--- src/rtl/trx_scheduler.sv ---
// Time-shares the RF front end between RX listening windows and TX bursts.
// TX bytes are queued in a small FIFO; guard gaps separate every turnaround.
//
// state    | meaning
// ---------+-----------------------------------------------------------
// IDLE     | parked (config mode or after reset), rx_mode=0
// LISTEN   | RX path active, listen window timer running
// TURN_TX  | guard gap before transmitting
// TX_LOAD  | pop FIFO head into TX_Buffer (1 cycle)
// TX_SHIFT | shifting the loaded byte out, one bit per sh_en
// TURN_RX  | guard gap before returning to RX
module trx_scheduler #(
  parameter int FIFO_DEPTH = 4,
  parameter int GUARD_CYC  = 8,
  parameter int MAX_BURST  = 3
) (
  input  logic                          clk,
  input  logic                          rst,
  input  logic                          i_CONFIG,
  input  logic                          tx_req,
  input  logic [7:0]                    tx_byte,
  input  logic                          pkt_rec,
  input  logic                          sh_en,
  input  logic [15:0]                   listen_len,
  input  logic                          ovf_clr,
  output logic                          rx_mode,
  output logic                          tx_ld,
  output logic [7:0]                    tx_data,
  output logic                          tx_en,
  output logic                          pkt_evt,
  output logic [$clog2(FIFO_DEPTH):0]   fifo_cnt,
  output logic                          ovf
);

  localparam int PW = $clog2(FIFO_DEPTH);
  localparam int CW = PW + 1;
  localparam int GW = $clog2(GUARD_CYC + 1);
  localparam int BW = $clog2(MAX_BURST + 1);

  localparam logic [GW-1:0] GUARD_INIT = GW'(GUARD_CYC);
  localparam logic [BW-1:0] BURST_MAX  = BW'(MAX_BURST);
  localparam logic [CW-1:0] CNT_FULL   = CW'(FIFO_DEPTH);

  localparam logic [2:0] S_IDLE     = 3'd0;
  localparam logic [2:0] S_LISTEN   = 3'd1;
  localparam logic [2:0] S_TURN_TX  = 3'd2;
  localparam logic [2:0] S_TX_LOAD  = 3'd3;
  localparam logic [2:0] S_TX_SHIFT = 3'd4;
  localparam logic [2:0] S_TURN_RX  = 3'd5;

  logic [2:0]    state_q,   state_d;
  logic [15:0]   lcnt_q,    lcnt_d;
  logic [GW-1:0] gcnt_q,    gcnt_d;
  logic [2:0]    bitcnt_q,  bitcnt_d;
  logic [BW-1:0] burst_q,   burst_d;
  logic          rx_mode_q, rx_mode_d;
  logic          tx_ld_q,   tx_ld_d;
  logic [7:0]    tx_data_q, tx_data_d;
  logic          tx_en_q,   tx_en_d;
  logic          pkt_evt_q, pkt_evt_d;
  logic          pkt_rec_q, pkt_rec_d;
  logic          ovf_q,     ovf_d;
  logic [CW-1:0] cnt_q,     cnt_d;
  logic [PW-1:0] wr_ptr_q,  wr_ptr_d;
  logic [PW-1:0] rd_ptr_q,  rd_ptr_d;
  logic [7:0]    mem_q [FIFO_DEPTH];
  logic [7:0]    mem_d [FIFO_DEPTH];

  logic          pkt_edge;
  logic          pop;
  logic          push;
  logic [15:0]   lreload;

  assign pkt_edge = pkt_rec && !pkt_rec_q;
  assign lreload  = (listen_len == 16'd0) ? 16'd1 : listen_len;

  always_comb begin
    state_d   = state_q;
    lcnt_d    = lcnt_q;
    gcnt_d    = gcnt_q;
    bitcnt_d  = bitcnt_q;
    burst_d   = burst_q;
    rx_mode_d = rx_mode_q;
    tx_data_d = tx_data_q;
    tx_ld_d   = 1'b0;
    tx_en_d   = 1'b0;
    pkt_evt_d = 1'b0;
    pkt_rec_d = pkt_rec;
    pop       = 1'b0;

    case (state_q)
      S_IDLE: begin
        rx_mode_d = 1'b0;
        if (!i_CONFIG) begin
          state_d   = S_LISTEN;
          rx_mode_d = 1'b1;
          lcnt_d    = lreload;
        end
      end
      S_LISTEN: begin
        pkt_evt_d = pkt_edge;
        if (i_CONFIG) begin
          state_d   = S_IDLE;
          rx_mode_d = 1'b0;
          lcnt_d    = 16'd0;
        end else if (pkt_edge) begin
          lcnt_d = lreload;
        end else if (lcnt_q <= 16'd1) begin
          if (cnt_q != '0) begin
            state_d   = S_TURN_TX;
            rx_mode_d = 1'b0;
            gcnt_d    = GUARD_INIT;
            lcnt_d    = 16'd0;
          end else begin
            lcnt_d = lreload;
          end
        end else begin
          lcnt_d = lcnt_q - 1'b1;
        end
      end
      S_TURN_TX: begin
        if (i_CONFIG) begin
          state_d = S_IDLE;
          gcnt_d  = '0;
        end else if (gcnt_q <= 1) begin
          state_d = S_TX_LOAD;
          gcnt_d  = '0;
        end else begin
          gcnt_d = gcnt_q - 1'b1;
        end
      end
      S_TX_LOAD: begin
        pop       = (cnt_q != '0);
        tx_ld_d   = 1'b1;
        tx_data_d = mem_q[rd_ptr_q];
        bitcnt_d  = 3'd0;
        burst_d   = burst_q + 1'b1;
        state_d   = S_TX_SHIFT;
      end
      S_TX_SHIFT: begin
        tx_en_d = sh_en;
        if (sh_en) begin
          bitcnt_d = bitcnt_q + 1'b1;
          // Byte boundary: config requests are only honoured here.
          if (bitcnt_q == 3'd7) begin
            if (!i_CONFIG && (cnt_q != '0) && (burst_q < BURST_MAX)) begin
              state_d = S_TX_LOAD;
            end else if (i_CONFIG) begin
              state_d = S_IDLE;
              burst_d = '0;
            end else begin
              state_d = S_TURN_RX;
              gcnt_d  = GUARD_INIT;
              burst_d = '0;
            end
          end
        end
      end
      S_TURN_RX: begin
        if (i_CONFIG) begin
          state_d = S_IDLE;
          gcnt_d  = '0;
        end else if (gcnt_q <= 1) begin
          state_d   = S_LISTEN;
          rx_mode_d = 1'b1;
          lcnt_d    = lreload;
          gcnt_d    = '0;
        end else begin
          gcnt_d = gcnt_q - 1'b1;
        end
      end
      default: begin
        state_d   = S_IDLE;
        rx_mode_d = 1'b0;
      end
    endcase
  end

  // A pop in the same cycle frees a slot, so a push into a full FIFO still lands.
  always_comb begin
    push     = tx_req && ((cnt_q != CNT_FULL) || pop);
    mem_d    = mem_q;
    wr_ptr_d = wr_ptr_q;
    rd_ptr_d = rd_ptr_q;
    cnt_d    = cnt_q;
    ovf_d    = ovf_q;
    if (push) begin
      mem_d[wr_ptr_q] = tx_byte;
      wr_ptr_d        = wr_ptr_q + 1'b1;
    end
    if (pop) begin
      rd_ptr_d = rd_ptr_q + 1'b1;
    end
    case ({push, pop})
      2'b10:   cnt_d = cnt_q + 1'b1;
      2'b01:   cnt_d = cnt_q - 1'b1;
      default: cnt_d = cnt_q;
    endcase
    if (tx_req && !push) begin
      ovf_d = 1'b1;
    end else if (ovf_clr) begin
      ovf_d = 1'b0;
    end
  end

  always_ff @(posedge clk) begin
    if (!rst) begin
      state_q   <= S_IDLE;
      lcnt_q    <= '0;
      gcnt_q    <= '0;
      bitcnt_q  <= '0;
      burst_q   <= '0;
      rx_mode_q <= 1'b0;
      tx_ld_q   <= 1'b0;
      tx_data_q <= '0;
      tx_en_q   <= 1'b0;
      pkt_evt_q <= 1'b0;
      pkt_rec_q <= 1'b0;
      ovf_q     <= 1'b0;
      cnt_q     <= '0;
      wr_ptr_q  <= '0;
      rd_ptr_q  <= '0;
      for (int i = 0; i < FIFO_DEPTH; i++) begin
        mem_q[i] <= '0;
      end
    end else begin
      state_q   <= state_d;
      lcnt_q    <= lcnt_d;
      gcnt_q    <= gcnt_d;
      bitcnt_q  <= bitcnt_d;
      burst_q   <= burst_d;
      rx_mode_q <= rx_mode_d;
      tx_ld_q   <= tx_ld_d;
      tx_data_q <= tx_data_d;
      tx_en_q   <= tx_en_d;
      pkt_evt_q <= pkt_evt_d;
      pkt_rec_q <= pkt_rec_d;
      ovf_q     <= ovf_d;
      cnt_q     <= cnt_d;
      wr_ptr_q  <= wr_ptr_d;
      rd_ptr_q  <= rd_ptr_d;
      for (int i = 0; i < FIFO_DEPTH; i++) begin
        mem_q[i] <= mem_d[i];
      end
    end
  end

  assign rx_mode  = rx_mode_q;
  assign tx_ld    = tx_ld_q;
  assign tx_data  = tx_data_q;
  assign tx_en    = tx_en_q;
  assign pkt_evt  = pkt_evt_q;
  assign fifo_cnt = cnt_q;
  assign ovf      = ovf_q;

endmodule

--- config.mk ---
export PLATFORM = sky130hd
export DESIGN_NAME = trx_scheduler
export DESIGN_NICKNAME = d
export VERILOG_FILES = /design/src/rtl/trx_scheduler.sv
export SDC_FILE = /design/constraint.sdc
export NUM_CORES = 1
export LEC_CHECK = 0
export BUFFER_PORTS_ARGS = -buffer_cell sky130_fd_sc_hd__buf_2
export CORE_MARGIN = 8
export CORE_UTILIZATION = 49
export CTS_CLUSTER_DIAMETER = 100
export DETAILED_ROUTE_END_ITERATION = 16
export PLACE_DENSITY = 0.74
export REMOVE_ABC_BUFFERS = 1
export SYNTH_ARGS = -nofsm -noshare
export SYNTH_HDL_FRONTEND = slang
export SYNTH_SLANG_ARGS = --single-unit
--- constraint.sdc ---
create_clock -name clk -period 3.6 [get_ports clk]
set_input_delay 0.18 -clock clk [delete_from_list [all_inputs] [get_ports clk]]
set_output_delay 0.18 -clock clk [all_outputs]
set_load 0.005 [all_outputs]
* Yosys cells after proc, flatten, opt, wreduce, memory -nomap -nowiden *
Index checks and enable logic that the tools add are counted.

cells by class
  add/sub/neg operators = 8
  $lt $le $gt $ge = 6
  equality and inequality tests = 25
  mux-type cells = 59
  bitwise logic cells = 3
  reductions and logical operators = 28

operators with widths
  cell                                                                     number
  16-bit two-way mux                                                       8
  16-bit one-hot mux with 3 select lines                                   1
  3-bit two-way mux                                                        14
  4-bit two-way mux                                                        10
  32-bit bitwise mux                                                       1
  8-bit two-way mux                                                        3
  2-bit inequality test (second input constant)                            11
  3-bit inequality test (second input constant)                            6
  3-bit one-hot mux with 6 select lines                                    1
  8-bit binary-select mux with 2-bit select                                1
  8-bit demux with 2-bit select                                            1
  16-bit by 1-bit <= comparator with 1-bit output (second input constant)  1
  16-bit logical NOT                                                       1
  16-bit by 1-bit subtractor with 16-bit output (second input constant)    1
  3-bit one-hot mux with 2 select lines                                    2
  4-bit one-hot mux with 3 select lines                                    1
  1-bit two-way mux                                                        11
  3-bit == test (second input constant)                                    3
  9-bit AND reduction                                                      1
  3-bit nonzero test                                                       3
  4-bit AND reduction                                                      2
  8-bit AND reduction                                                      1
  2-bit by 1-bit adder with 2-bit output (second input constant)           3
  3-bit by 1-bit adder with 3-bit output (second input constant)           2
  24 further kinds                                                         40

word-level totals
  register bits = 81
  input port bits = 31
  output and inout port bits = 16
  word-level logic and storage cells = 148

* Depth between registers and ports, before layout *
  depth after elaboration = 7
  mapped depth = 12
  mapped depth without buffers = 9

* Least setup slack after synthesis *
Ideal clock, no wire load.

  path type = register to register
  start point = register state_q[2]
  end point = register cnt_q[2] (netlist: fifo_cnt[2])
  library setup time = 0.076 ns
  data arrival time = 2.414 ns
  required time = 3.524 ns
  slack = 1.110 ns
  stages on the path, launching flop included = 13
  path buffers = 3
  clock period less this slack = 2.490 ns
  cells stage by stage = dfxtp_1 -> clkbuf_1 -> nand3b_1 -> a31oi_1 -> clkbuf_1 -> buf_2 -> inv_1 -> ha_1 -> inv_1 -> fa_1 -> xor2_1 -> or3_1 -> a21boi_0

on the way
  longest elaborated chain between the ends = 6
  elaborated cells on any way between the ends = 8
  classes of those cells = 3 x eq/ne; 2 x mux; 3 x reduce/logical

ends and longest elaborated chain
  item                                                                                RTL line  RTL
  start, declared                                                                     51        logic [2:0] state_q, state_d;
  start signal, assigned                                                              227       state_q <= state_d;
  3-bit by 2-bit == test with 1-bit output *                                          91        case (state_q)
  1-bit two-way mux *                                                                 91
  1-bit logical OR                                                                    181       push = tx_req && ((cnt_q != CNT_FULL) || pop);
  1-bit logical AND                                                                   181
  2-bit by 1-bit == test with 1-bit output / 2-bit == test (equally long branches)    194       case ({push, pop})
  3-bit one-hot mux with 2 select lines / 2-bit nonzero test (equally long branches)  n/a
  end signal, assigned                                                                239       cnt_q <= cnt_d;
  end, declared                                                                       63        logic [CW-1:0] cnt_q, cnt_d;

Every way passes the cells marked *; elsewhere a longest branch is shown, timed or not.
A chain may end at the register's enable or synchronous reset.

* Worst setup path after layout *
  start point = register state_q[0]
  end point = register cnt_q[2] (netlist: fifo_cnt[2])

on the way
  longest elaborated chain between the ends = 6
  elaborated cells on any way between the ends = 8
  classes of those cells = 3 x eq/ne; 2 x mux; 3 x reduce/logical

ends and longest elaborated chain
  item                                                                                RTL line  RTL
  3-bit by 2-bit == test with 1-bit output *                                          91
  1-bit two-way mux *                                                                 91
  net pop                                                                             70        logic pop;
  1-bit logical OR                                                                    181
  1-bit logical AND                                                                   181
  2-bit by 1-bit == test with 1-bit output / 2-bit == test (equally long branches)    194
  3-bit one-hot mux with 2 select lines / 2-bit nonzero test (equally long branches)  n/a

The timed path passes the listed nets; every way through them passes the cells marked *.

==> flow_summary.toml <==
[outcome]
status = "complete, no violations"

[routing]
postRouteAntennaNets = 0
via_per_inst = 5.92
vias = 3789
dr.pass1.iters = 5
drc_errors = 0
wire_per_inst_um = 16.2
drt_iter0_markers = 176
finalWirelength_um = 10300

[cts]
path_clk_slew_ns = 0.08
cts_tree = "yes"
clkSinkCount = 81
cts_root_buffer = "clkbuf_8"
cts_made_buffers = 9
clk_latency_ns = 0.36
cts_setup_buffers = 0
cts_buffer_depth = 2
cts_max_level = 3
hold_buffers = 0
cts_resized = 0

[worst_hold_path]
hold_path.class = "in -> reg"
holdCritStartpoint = "pkt_rec"
hold_path_depth = 2

[critical_path]
critPathLaunch = "state_q[0]"
critPathKind = "reg -> reg"
cp_num_buf_inv = 1
crit_slowest_cell = "dfxtp_1"
cp-end-kind = "register"
worstPathArrival_ns = 3.14
worstReg2RegStart = "state_q[0]"
crit_fanout = 17
worstPathRequired_ns = 3.87
reg2reg_depth = 8
critPathTopFamily = "simple AND/OR/NAND/NOR gates"
cp-start-kind = "register"
cp.depth = 8
crit_chain = "nand3b_1 -> nor2_1 -> ha_1 -> inv_1 -> fa_1 -> xor2_1 -> or3_1 -> a21boi_0"
max_stage_delay_ns = 0.64

[logic_synthesis]
synth_most_common_cell = "dfxtp_1"
synth_top_area_share_pct = 38.4
synth_top_area_cell = "dfxtp_1"
synth_area_mm2 = 0.00423
yosysSeqAreaShare_pct = 38.4
yosysWarnings = 0
synth_common_cells = "81 x dfxtp_1, 73 x nand2_1, 49 x a21oi_1"
ys_types = 64
netlist_top_cells_area = "dfxtp_1 38%, nand2_1 6.5%, a21oi_1 5.8%"
syn_inst = 503
synth_edf_count = 0
avgSynthCellArea_um2 = 8.41
ys_seq_elements = 81
ys_async_sr_fraction_pct = 0
ys.flop_type = "dfxtp_1"

[power_and_ir_drop]
power_density_mw_per_mm2 = 523
leakage_nw = 1.76
peakVddDrop_uv = 245

[timing]
finalSetupViolations = 0
worstMarginPinSlew_ns = 0.940
worst_slack_ns = 0.730
fin_skew_ns = 0.0151
max_freq_mhz = 348
setup_tns_ns = 0
relSlewSlack_pct = 37.3
hold_viol_final = 0
fin_crit_ns = 2.87
fin_crit_sh_pct = 79.7
rsz0062_at_grt = "false"
slew_viol_final = 0

[floorplanning]
dieArea_mm2 = 0.0119
start_util_pct = 49.4
num_rows = 34
io_pins = 47
coreArea_mm2 = 0.00855
fp.dieH_um = 109
dieWidth_um = 109

[grt]
grt_pass1_wl_um = 17500
grt_max_degree = 46
antenna_found_initial = 0
grt_overflow = 0
grt_pass1_vias = 3758
track_usage_pct = 18.1

[place]
post-dp-hpwl_um = 7200
numPortBuffers = 46
pre_cts_ws_ns = 0.774
place_congestion = 0.858
dp.cells = 624

[cells_and_area]
syn_to_final_growth_pct = 11.0
fill_cells = 777
stdcell_count = 640
drive_gt1_share_pct = 17.7
finalNetCount = 571
antennaDiodeCount = 0

[job]
cap_viol_max_count = 0
-- power by group --
part           switching, mW  internal [mW]
Sequential            0.0996          0.971
Combinational          0.386          0.249
Clock                  0.337          0.410
Total                  0.823           1.63
-- cell usage in the layout, fill, tap and decap left out, types with 4 or more instances in the layout --
master and n:
a21boi_0 7, a21o_1 6, a21oi_1 49, a221o_1 4, a31oi_1 5, and3_1 4
buf_2 46, buf_4 4, clkbuf_8 10, dfxtp_1 81, ha_1 12, inv_1 18
mux4_2 8, nand2_1 73, nand3_1 39, nand4_1 5, nor2_1 31, nor2b_1 6
nor3_1 11, nor3b_1 8, nor4_1 12, o21ai_0 8, o22ai_1 5, or3_1 4
xnor2_1 4, xor2_1 6
-- cell families after synthesis --
group	count (synthesis)	share of synthesized area [%]
fa+ha+maj	13	4.02
flops	81	38.4
buf+inv	55	5.47
xor+xnor	10	2.07
compound gates	122	20.2
mux	10	4.74
simple gates	212	25.2
-- sequential cells by signal, summed over array words and instances, names as in the netlist, 2 cells and up --
register	cells
mem_q	32
lcnt_q	16
tx_data	8
gcnt_q	4
bitcnt_q	3
fifo_cnt	3
state_q	3
burst_q	2
rd_ptr_q	2
wr_ptr_q	2
-- path summary, 6_finish.rpt --
kind	end	slack [ns]
setup reg to reg	fifo_cnt[2]	0.73
setup / recovery	fifo_cnt[2]	0.73
hold / removal	pkt_rec_q	0.05
hold reg to reg	tx_data[1]	0.46
-- worst register-to-register path: cells and delay by family (launching register included) --
family          cells  cell delay (ns)
simple gates        3             1.13
compound gates      1             0.16
flops               1             0.64
fa+ha+maj           2             0.62
xor+xnor            1             0.18
buf+inv             1             0.06
-- routing by layer --
metal	GRT usage, %	routed length, um	up-vias	part of all wire (%)
met1	21.1	4340	1808	42
met3	4.91	679	13	6.6
met2	32.0	5240	99	51
li1	-	-	1869	-
met4	4.69	84	0	0.81
met5	0	0	-	0
-- through the flow --
| stage | utilization, % | power (mW) | hold WS, ns | instance area [um^2] |
|---|---|---|---|---|
| floorplan | - | 1.53 | 0.256 | 4060 |
| global placement | 52.2 | 1.69 | 0.393 | 4470 |
| detailed placement | 52.2 | 1.72 | 0.404 | 4470 |
| CTS | 54.9 | 2.46 | 0.0327 | 4690 |
| global route | 54.9 | 2.59 | 0.0347 | 4690 |
| finish | 54.9 | 2.45 | 0.0460 | 4690 |
-- final cells by class --
cell class | instances | area (um^2) | area share (%)
clock buffer | 10 | 138 | 2.93
multi-input combinational | 367 | 2380 | 50.7
clock inverter | 6 | 91.3 | 1.95
inverter | 18 | 67.6 | 1.44
sequential | 81 | 1620 | 34.5
tap | 108 | 135 | 2.88
timing repair buffer | 50 | 260 | 5.54
Note: power is estimated with default switching activity, not from simulation.
